**src/rtl/uart_mmio_pkg.sv**
```systemverilog
// uart_mmio_pkg: register offsets, STATUS/CTRL bit indices and constants shared by uart_mmio.
package uart_mmio_pkg;
    localparam logic [1:0] REG_TXDATA = 2'd0;
    localparam logic [1:0] REG_RXDATA = 2'd1;
    localparam logic [1:0] REG_STATUS = 2'd2;
    localparam logic [1:0] REG_CTRL   = 2'd3;

    localparam int ST_TX_FULL   = 0;
    localparam int ST_TX_EMPTY  = 1;
    localparam int ST_RX_FULL   = 2;
    localparam int ST_RX_EMPTY  = 3;
    localparam int ST_OVERRUN   = 4;
    localparam int ST_FRAME_ERR = 5;
    localparam int ST_TX_DROP   = 6;

    localparam int CTRL_RX_IRQ_EN = 0;
    localparam int CTRL_TX_IRQ_EN = 1;
    localparam int CTRL_TX_FLUSH  = 2;
    localparam int CTRL_RX_FLUSH  = 3;

    localparam logic [31:0] RX_EMPTY_FLAG = 32'h8000_0000;
endpackage

```
**src/rtl/sync_fifo.sv**
```systemverilog
// sync_fifo: single-clock FIFO with occupancy count; push accepted when not full or popping, flush wins.
module sync_fifo #(
    parameter int WIDTH = 8,
    parameter int DEPTH = 16
) (
    input  logic                     clk,
    input  logic                     rst,
    input  logic                     push,
    input  logic                     pop,
    input  logic                     flush,
    input  logic [WIDTH-1:0]         wdata,
    output logic [WIDTH-1:0]         rdata,
    output logic                     full,
    output logic                     empty,
    output logic [$clog2(DEPTH):0]   count
);
    localparam int AW = $clog2(DEPTH);

    logic [WIDTH-1:0] mem [DEPTH];
    logic [AW-1:0]    wr_ptr, rd_ptr;
    logic             do_push, do_pop;

    assign full    = count == (AW+1)'(DEPTH);
    assign empty   = count == '0;
    assign do_pop  = pop && !empty;
    assign do_push = push && (!full || do_pop);
    assign rdata   = mem[rd_ptr];

    always_ff @(posedge clk or posedge rst) begin
        if (rst) begin
            wr_ptr <= '0;
            rd_ptr <= '0;
            count  <= '0;
        end else if (flush) begin
            wr_ptr <= '0;
            rd_ptr <= '0;
            count  <= '0;
        end else begin
            if (do_push) wr_ptr <= wr_ptr + AW'(1);
            if (do_pop) rd_ptr <= rd_ptr + AW'(1);
            count <= count + (AW+1)'(do_push) - (AW+1)'(do_pop);
        end
    end

    // Storage needs no reset; pointers define what is valid.
    always_ff @(posedge clk)
        if (do_push) mem[wr_ptr] <= wdata;
endmodule

```
**src/rtl/uart_mmio.sv**
```systemverilog
// uart_mmio: memory-mapped UART controller with TX/RX FIFOs, sticky errors and flush controls.
// Define UART_MMIO_IRQ_EN to add the registered irq output and CTRL interrupt enables.
module uart_mmio
    import uart_mmio_pkg::*;
#(
    parameter int DATA_WIDTH    = 8,
    parameter int TX_FIFO_DEPTH = 16,
    parameter int RX_FIFO_DEPTH = 16,
    parameter int ADDR_WIDTH    = 4
) (
    input  logic                  clk,
    input  logic                  rst,
    input  logic [ADDR_WIDTH-1:0] bus_addr,
    input  logic                  bus_wr_en,
    input  logic                  bus_rd_en,
    input  logic [31:0]           bus_wdata,
    output logic [31:0]           bus_rdata,
    output logic                  bus_rvalid,
    output logic [DATA_WIDTH-1:0] tx_tdata,
    output logic                  tx_tvalid,
    input  logic                  tx_tready,
    input  logic [DATA_WIDTH-1:0] rx_tdata,
    input  logic                  rx_tvalid,
    output logic                  rx_tready,
    input  logic                  rx_frame_error,
    input  logic                  rx_overrun_error
`ifdef UART_MMIO_IRQ_EN
    ,
    output logic                  irq
`endif
);
    localparam int TCW = $clog2(TX_FIFO_DEPTH) + 1;
    localparam int RCW = $clog2(RX_FIFO_DEPTH) + 1;

    logic                  mapped;
    logic [1:0]            sel;
    logic                  wr_tx, wr_status, wr_ctrl, rd_rx;
    logic                  tx_full, tx_empty, rx_full, rx_empty;
    logic                  tx_pop, rx_pop, rx_push, tx_flush, rx_flush;
    logic [TCW-1:0]        tx_count;
    logic [RCW-1:0]        rx_count;
    logic [DATA_WIDTH-1:0] rx_head;
    logic [2:0]            sticky, sticky_set, sticky_clr;
    logic [1:0]            irq_en;
    logic [31:0]           status, rd_val;
    logic                  unused;

    assign unused = ^{bus_addr[1:0], bus_wdata};

    assign mapped    = (bus_addr >> 4) == '0;
    assign sel       = bus_addr[3:2];
    assign wr_tx     = bus_wr_en && mapped && sel == REG_TXDATA;
    assign wr_status = bus_wr_en && mapped && sel == REG_STATUS;
    assign wr_ctrl   = bus_wr_en && mapped && sel == REG_CTRL;
    assign rd_rx     = bus_rd_en && mapped && sel == REG_RXDATA;

    assign tx_flush  = wr_ctrl && bus_wdata[CTRL_TX_FLUSH];
    assign rx_flush  = wr_ctrl && bus_wdata[CTRL_RX_FLUSH];
    assign tx_tvalid = !tx_empty;
    assign tx_pop    = tx_tvalid && tx_tready;
    assign rx_pop    = rd_rx && !rx_empty;
    // A full RX FIFO still takes a byte while firmware pops one in the same cycle.
    assign rx_tready = !rst && (!rx_full || rx_pop);
    assign rx_push   = rx_tvalid && rx_tready;

    assign sticky_set = {wr_tx && tx_full && !tx_pop, rx_frame_error, rx_overrun_error};
    assign sticky_clr = wr_status ? bus_wdata[ST_TX_DROP:ST_OVERRUN] : 3'b0;

    sync_fifo #(.WIDTH(DATA_WIDTH), .DEPTH(TX_FIFO_DEPTH)) u_tx_fifo (
        .clk   (clk),
        .rst   (rst),
        .push  (wr_tx),
        .pop   (tx_pop),
        .flush (tx_flush),
        .wdata (bus_wdata[DATA_WIDTH-1:0]),
        .rdata (tx_tdata),
        .full  (tx_full),
        .empty (tx_empty),
        .count (tx_count)
    );

    sync_fifo #(.WIDTH(DATA_WIDTH), .DEPTH(RX_FIFO_DEPTH)) u_rx_fifo (
        .clk   (clk),
        .rst   (rst),
        .push  (rx_push),
        .pop   (rx_pop),
        .flush (rx_flush),
        .wdata (rx_tdata),
        .rdata (rx_head),
        .full  (rx_full),
        .empty (rx_empty),
        .count (rx_count)
    );

    always_comb begin
        status               = '0;
        status[ST_TX_FULL]   = tx_full;
        status[ST_TX_EMPTY]  = tx_empty;
        status[ST_RX_FULL]   = rx_full;
        status[ST_RX_EMPTY]  = rx_empty;
        status[ST_OVERRUN]   = sticky[0];
        status[ST_FRAME_ERR] = sticky[1];
        status[ST_TX_DROP]   = sticky[2];
        status[15:8]         = 8'(tx_count);
        status[23:16]        = 8'(rx_count);
    end

    always_comb begin
        rd_val = '0;
        if (mapped)
            case (sel)
                REG_RXDATA: rd_val = rx_empty ? RX_EMPTY_FLAG : 32'(rx_head);
                REG_STATUS: rd_val = status;
                REG_CTRL:   rd_val = 32'(irq_en);
                default:    rd_val = '0;
            endcase
    end

    // Set beats a same-cycle W1C clear so no error event is lost.
    always_ff @(posedge clk or posedge rst) begin
        if (rst) begin
            bus_rdata  <= '0;
            bus_rvalid <= 1'b0;
            sticky     <= '0;
        end else begin
            bus_rvalid <= bus_rd_en;
            if (bus_rd_en) bus_rdata <= rd_val;
            sticky <= sticky_set | (sticky & ~sticky_clr);
        end
    end

`ifdef UART_MMIO_IRQ_EN
    always_ff @(posedge clk or posedge rst) begin
        if (rst) begin
            irq_en <= '0;
            irq    <= 1'b0;
        end else begin
            if (wr_ctrl) irq_en <= bus_wdata[CTRL_TX_IRQ_EN:CTRL_RX_IRQ_EN];
            irq <= (irq_en[CTRL_RX_IRQ_EN] && !rx_empty) ||
                   (irq_en[CTRL_TX_IRQ_EN] && tx_empty) || |sticky;
        end
    end
`else
    assign irq_en = '0;
`endif
endmodule

```
**config.mk**
```make
export PLATFORM = sky130hd
export DESIGN_NAME = uart_mmio
export DESIGN_NICKNAME = d
export VERILOG_FILES = /design/src/rtl/uart_mmio_pkg.sv /design/src/rtl/sync_fifo.sv /design/src/rtl/uart_mmio.sv
export SDC_FILE = /design/constraint.sdc
export NUM_CORES = 1
export LEC_CHECK = 0
export ABC_AREA = 1
export CAP_MARGIN = 0
export CELL_PAD_IN_SITES_DETAIL_PLACEMENT = 2
export CELL_PAD_IN_SITES_GLOBAL_PLACEMENT = 2
export CORE_MARGIN = 2
export CORE_UTILIZATION = 41
export CTS_BUF_LIST = sky130_fd_sc_hd__clkbuf_4
export DETAILED_ROUTE_END_ITERATION = 8
export GPL_TIMING_DRIVEN = 0
export PLACE_DENSITY = 0.85
export SLEW_MARGIN = 20
export SYNTH_ARGS = -nofsm -noshare
export SYNTH_HDL_FRONTEND = slang
export SYNTH_SLANG_ARGS = --single-unit
```
**constraint.sdc**
```tcl
create_clock -name clk -period 3 [get_ports clk]
set_input_delay 0.45 -clock clk [delete_from_list [all_inputs] [get_ports clk]]
set_output_delay 0.45 -clock clk [all_outputs]
set_load 0.005 [all_outputs]
```
==> impl_results.md <==
- Port Buf Inserts: 55
- Critical path startpoint category: register
- Die ar.: ~34000 um2
- Die Span Y: 184.8 um
- Pwr per Cell Area: 957.8 nW/um2
- Switching Power: slightly below 7000 uW
- Worst Slack Setup Final: -0.2100 ns
- Largest net degree at the start of global routing: 32
- Crit-path leading delay family: buffers and inverters
- Post-synthesis sequential area ratio: 0.6650
- Initial drt markers: approximately 1.6k
- Clock power share: 0.296
- Crit path max fanout: 10
- P_int: 8964 uW
- CORE AREA: 32370 um2
- Global-route wire length before repair: 93.44 mm
- Commonest non-fill, non-tap cells in the layout: edfxtp_1, nand2_1, clkbuf_4
- Die Wd: 184.8 um
- WL final: 67.53 mm
- Clk pin slew, worst setup/hold paths: 0.11 ns
- Root buf cell: clkbuf_4
- Initial Utilization: 0.4140
- Critical path data arrival time: 2.76 ns
- Final net count: 1509
- Crit path time final: 3.210 ns
- Crit-path max cell delay: 0.50 ns
- GRT overflow: 0
- Yosys warnings: 0
- CP Data Required Time: 2.55 ns
- CP endpoint kind: primary output
- Clock Tree Buf Depth: 3
- Finish-stage setup viols: 14
- Syn Inst Count: 1238
- CTS tree: done
- First-pass iteration count of the detailed router: 5
- Detailed-route DRC error count: 0
- FMAX: 311.5 MHz
- Actual slew at the worst max-slew pin: 1.299 ns
- Period utilisation layout: 1.070
- Clock Skew: just under 0.1 ns
- Synthesized flop and latch total: 305
- Remaining antenna violation count: 0
- CP Buf/Inv Count: 3
- Average size of a mapped cell: about 11 um2
- Clk sinks: approximately 310
- RSZ-0062 raised after global routing: true
- H-tree depth: 3
- Final Hold Slack: ~0.056 ns
- Mapped cell area: 13400 um2
- Total CTS buffers: 84
- All-Layer GR Usage: 0.3904
- Status: finished with violations
- Vias in the first global route: 12.95k
- # hold bufs at CTS: 0
- Final hold vios: 0
- Max cap viols: 0
- Post-route setup TNS: -1.297 ns
- CP max stage cell: dfrtp_2
- Proportion of layout cells with a drive suffix above 1: 0.2285
- Switching share of power: 0.4313
- Fin. max-slew vios: 0
- FP Rows: 66
- Worst slew margin: 0.1308
- Most common cell after layout, fill and taps aside: edfxtp_1
- Detailed-route via count: 11.90k
- Peak VDD IR: roughly 0.52 mV
- Sequential Power Share: 0.331
- WL per Instance: 34.97 um
- Area Overhead vs Synth: 22.78%
- Clock Latency Late Sink: 0.85 ns
- Gate power share: 0.373
- Static leakage: about 0.0067 uW
- Hold WC Path Type: in -> async
- Crit-path cells: buf_4 -> buf_6 -> o21ai_0 -> o21ai_2 -> o211ai_1 -> nand2_1 -> clkdlybuf4s15_2
- Failing checks: setup timing
- Antenna violations before repair: 1
- Drt via density: 6.160
- Crit path kind: reg -> out
- Netlist cell types: 33
- Hpwl dp: 32.96 mm
- R2R setup slack: -0.04 ns
- GPL Wtd Cong: 0.8255
- I/O pins: 95
[routing by layer]
metal	GRT usage	vias to the layer above	part of all wire	wire length (um)
met5	0	-	0	0
met4	0.2416	0	0.069	4687
met3	0.08651	315	0.089	6000
met2	0.6422	893	0.48	32260
met1	0.4681	6095	0.36	24590
li1	-	4592	-	-
[Yosys cell counts]
| library cell | count | area (um2) |
|---|---|---|
| a21o_1 | 2 | 15.01 |
| a21oi_1 | 13 | 65.06 |
| a31oi_1 | 2 | 12.51 |
| a32o_1 | 1 | 10.01 |
| buf_2 | 15 | 75.07 |
| buf_4 | 22 | 165.2 |
| buf_6 | 10 | 112.6 |
| clkbuf_1 | 21 | 78.83 |
| clkinv_1 | 6 | 22.52 |
| conb_1 | 1 | 3.750 |
| dfrtp_1 | 49 | 1226 |
| edfxtp_1 | 256 | 7687 |
| fa_1 | 2 | 40.04 |
| ha_1 | 26 | 325.3 |
| inv_1 | 133 | 499.2 |
| inv_2 | 5 | 18.77 |
| mux2i_1 | 1 | 10.01 |
| nand2_1 | 255 | 957.2 |
| nand2_2 | 3 | 18.77 |
| nand2_4 | 1 | 11.26 |
| nand3_1 | 119 | 595.6 |
| nand3_2 | 1 | 10.01 |
| nand4_2 | 2 | 25.02 |
| nor2_1 | 125 | 469.2 |
| nor3_1 | 19 | 95.09 |
| o211ai_1 | 33 | 247.7 |
| o21a_1 | 1 | 7.510 |
| o21ai_0 | 98 | 490.5 |
| o21ai_1 | 8 | 40.04 |
| o221ai_1 | 3 | 26.28 |
| or2_2 | 1 | 6.260 |
| xnor2_1 | 2 | 17.52 |
| xor2_1 | 2 | 17.52 |
[timing repair]
item,4_1_cts,5_1_grt
setup endpoints to repair,12,21
pin swaps,41,23
cloned,2,1
setup buffers,20,7
gates resized for setup,139,60
[state kept, by name, indices dropped and copies added, names as in the netlist]
name	count
u_tx_fifo.count	5
u_tx_fifo.wr_ptr	4
bus_rvalid	1
u_tx_fifo.mem	128
u_tx_fifo.rd_ptr	4
u_rx_fifo.mem	128
bus_rdata	19
u_rx_fifo.count	5
u_rx_fifo.rd_ptr	4
sticky	3
u_rx_fifo.wr_ptr	4
[worst reg2reg max path: stages (launching register included)]
cell and delay [ns]:
dfrtp_1 0.38, inv_1 0.10, ha_2 0.21, nand4_4 0.14, nand2_4 0.09, nand2_1 0.12
nand2_1 0.16, inv_2 0.21, nand2_1 0.21, nor2_1 1.02
[final cells by class]
type / instances / area, um2
timing repair buffer: 95 / 910.9
sequential: 305 / 8916
timing repair inverter: 1 / 5.005
multi-input combinational: 733 / 3880
inverter: 144 / 565.5
clock inverter: 13 / 135.1
buffer: 65 / 496.7
tap: 442 / 553.0
antenna: 1 / 2.502
clock buffer: 132 / 991.0
fill: 3254 / 15920
[power by group through the flow]
stage	Sequential (uW)	Clock [uW]	Combinational (uW)
3_3_place_gp	5150	0	4080
5_1_grt	5220	4740	6090
4_1_cts	5150	4350	5250
2_1_floorplan	5100	0	2540
3_5_place_dp	5180	0	4490
6_report	5220	4660	5880
[per-stage QoR]
stage	util	total power [uW]	instances	setup slack (ns)	cell area, um2
after CTS	0.5029	14760	1924	-0.1051	16280
after floorplan	-	7637	1250	0.3766	13450
after global placement	0.4496	9227	1747	-0.9288	14560
after detailed placement	0.4550	9671	1758	-0.5723	14730
after global routing	0.5083	16040	1931	-0.2322	16460
final	0.5083	15760	1931	-0.2100	16460
[worst paths after layout]
| kind | startpoint | end | cells after the start |
|---|---|---|---|
| hold reg to reg | sticky[0] | sticky[0] | 1 |
| setup reg to reg | u_tx_fifo.count[3] | u_tx_fifo.mem[5][7] | 9 |
| max in group asynchronous | rst | u_rx_fifo.wr_ptr[1] | 3 |
| setup / recovery | u_tx_fifo.rd_ptr[1] | tx_tdata[0] | 7 |
| min in group clk | rx_overrun_error | sticky[0] | 2 |
| hold / removal | rst | u_tx_fifo.rd_ptr[1] | 2 |
[cell families (layout without fill, tap and decap cells)]
logic type | Yosys count | in the layout | share of synthesized area
and+or+nand+nor | 526 | 526 | 0.1633
AOI/OAI and AO/OA | 161 | 161 | 0.06824
buffers and inverters | 212 | 450 | 0.07254
muxes | 1 | 1 | 0.0007469
DFF | 305 | 305 | 0.6650
other | 1 | 14 | 0.0002798
xor gates and xnor gates | 4 | 4 | 0.002614
adders and majority gates | 28 | 28 | 0.02726
Note: power is estimated with default switching activity, not from simulation.
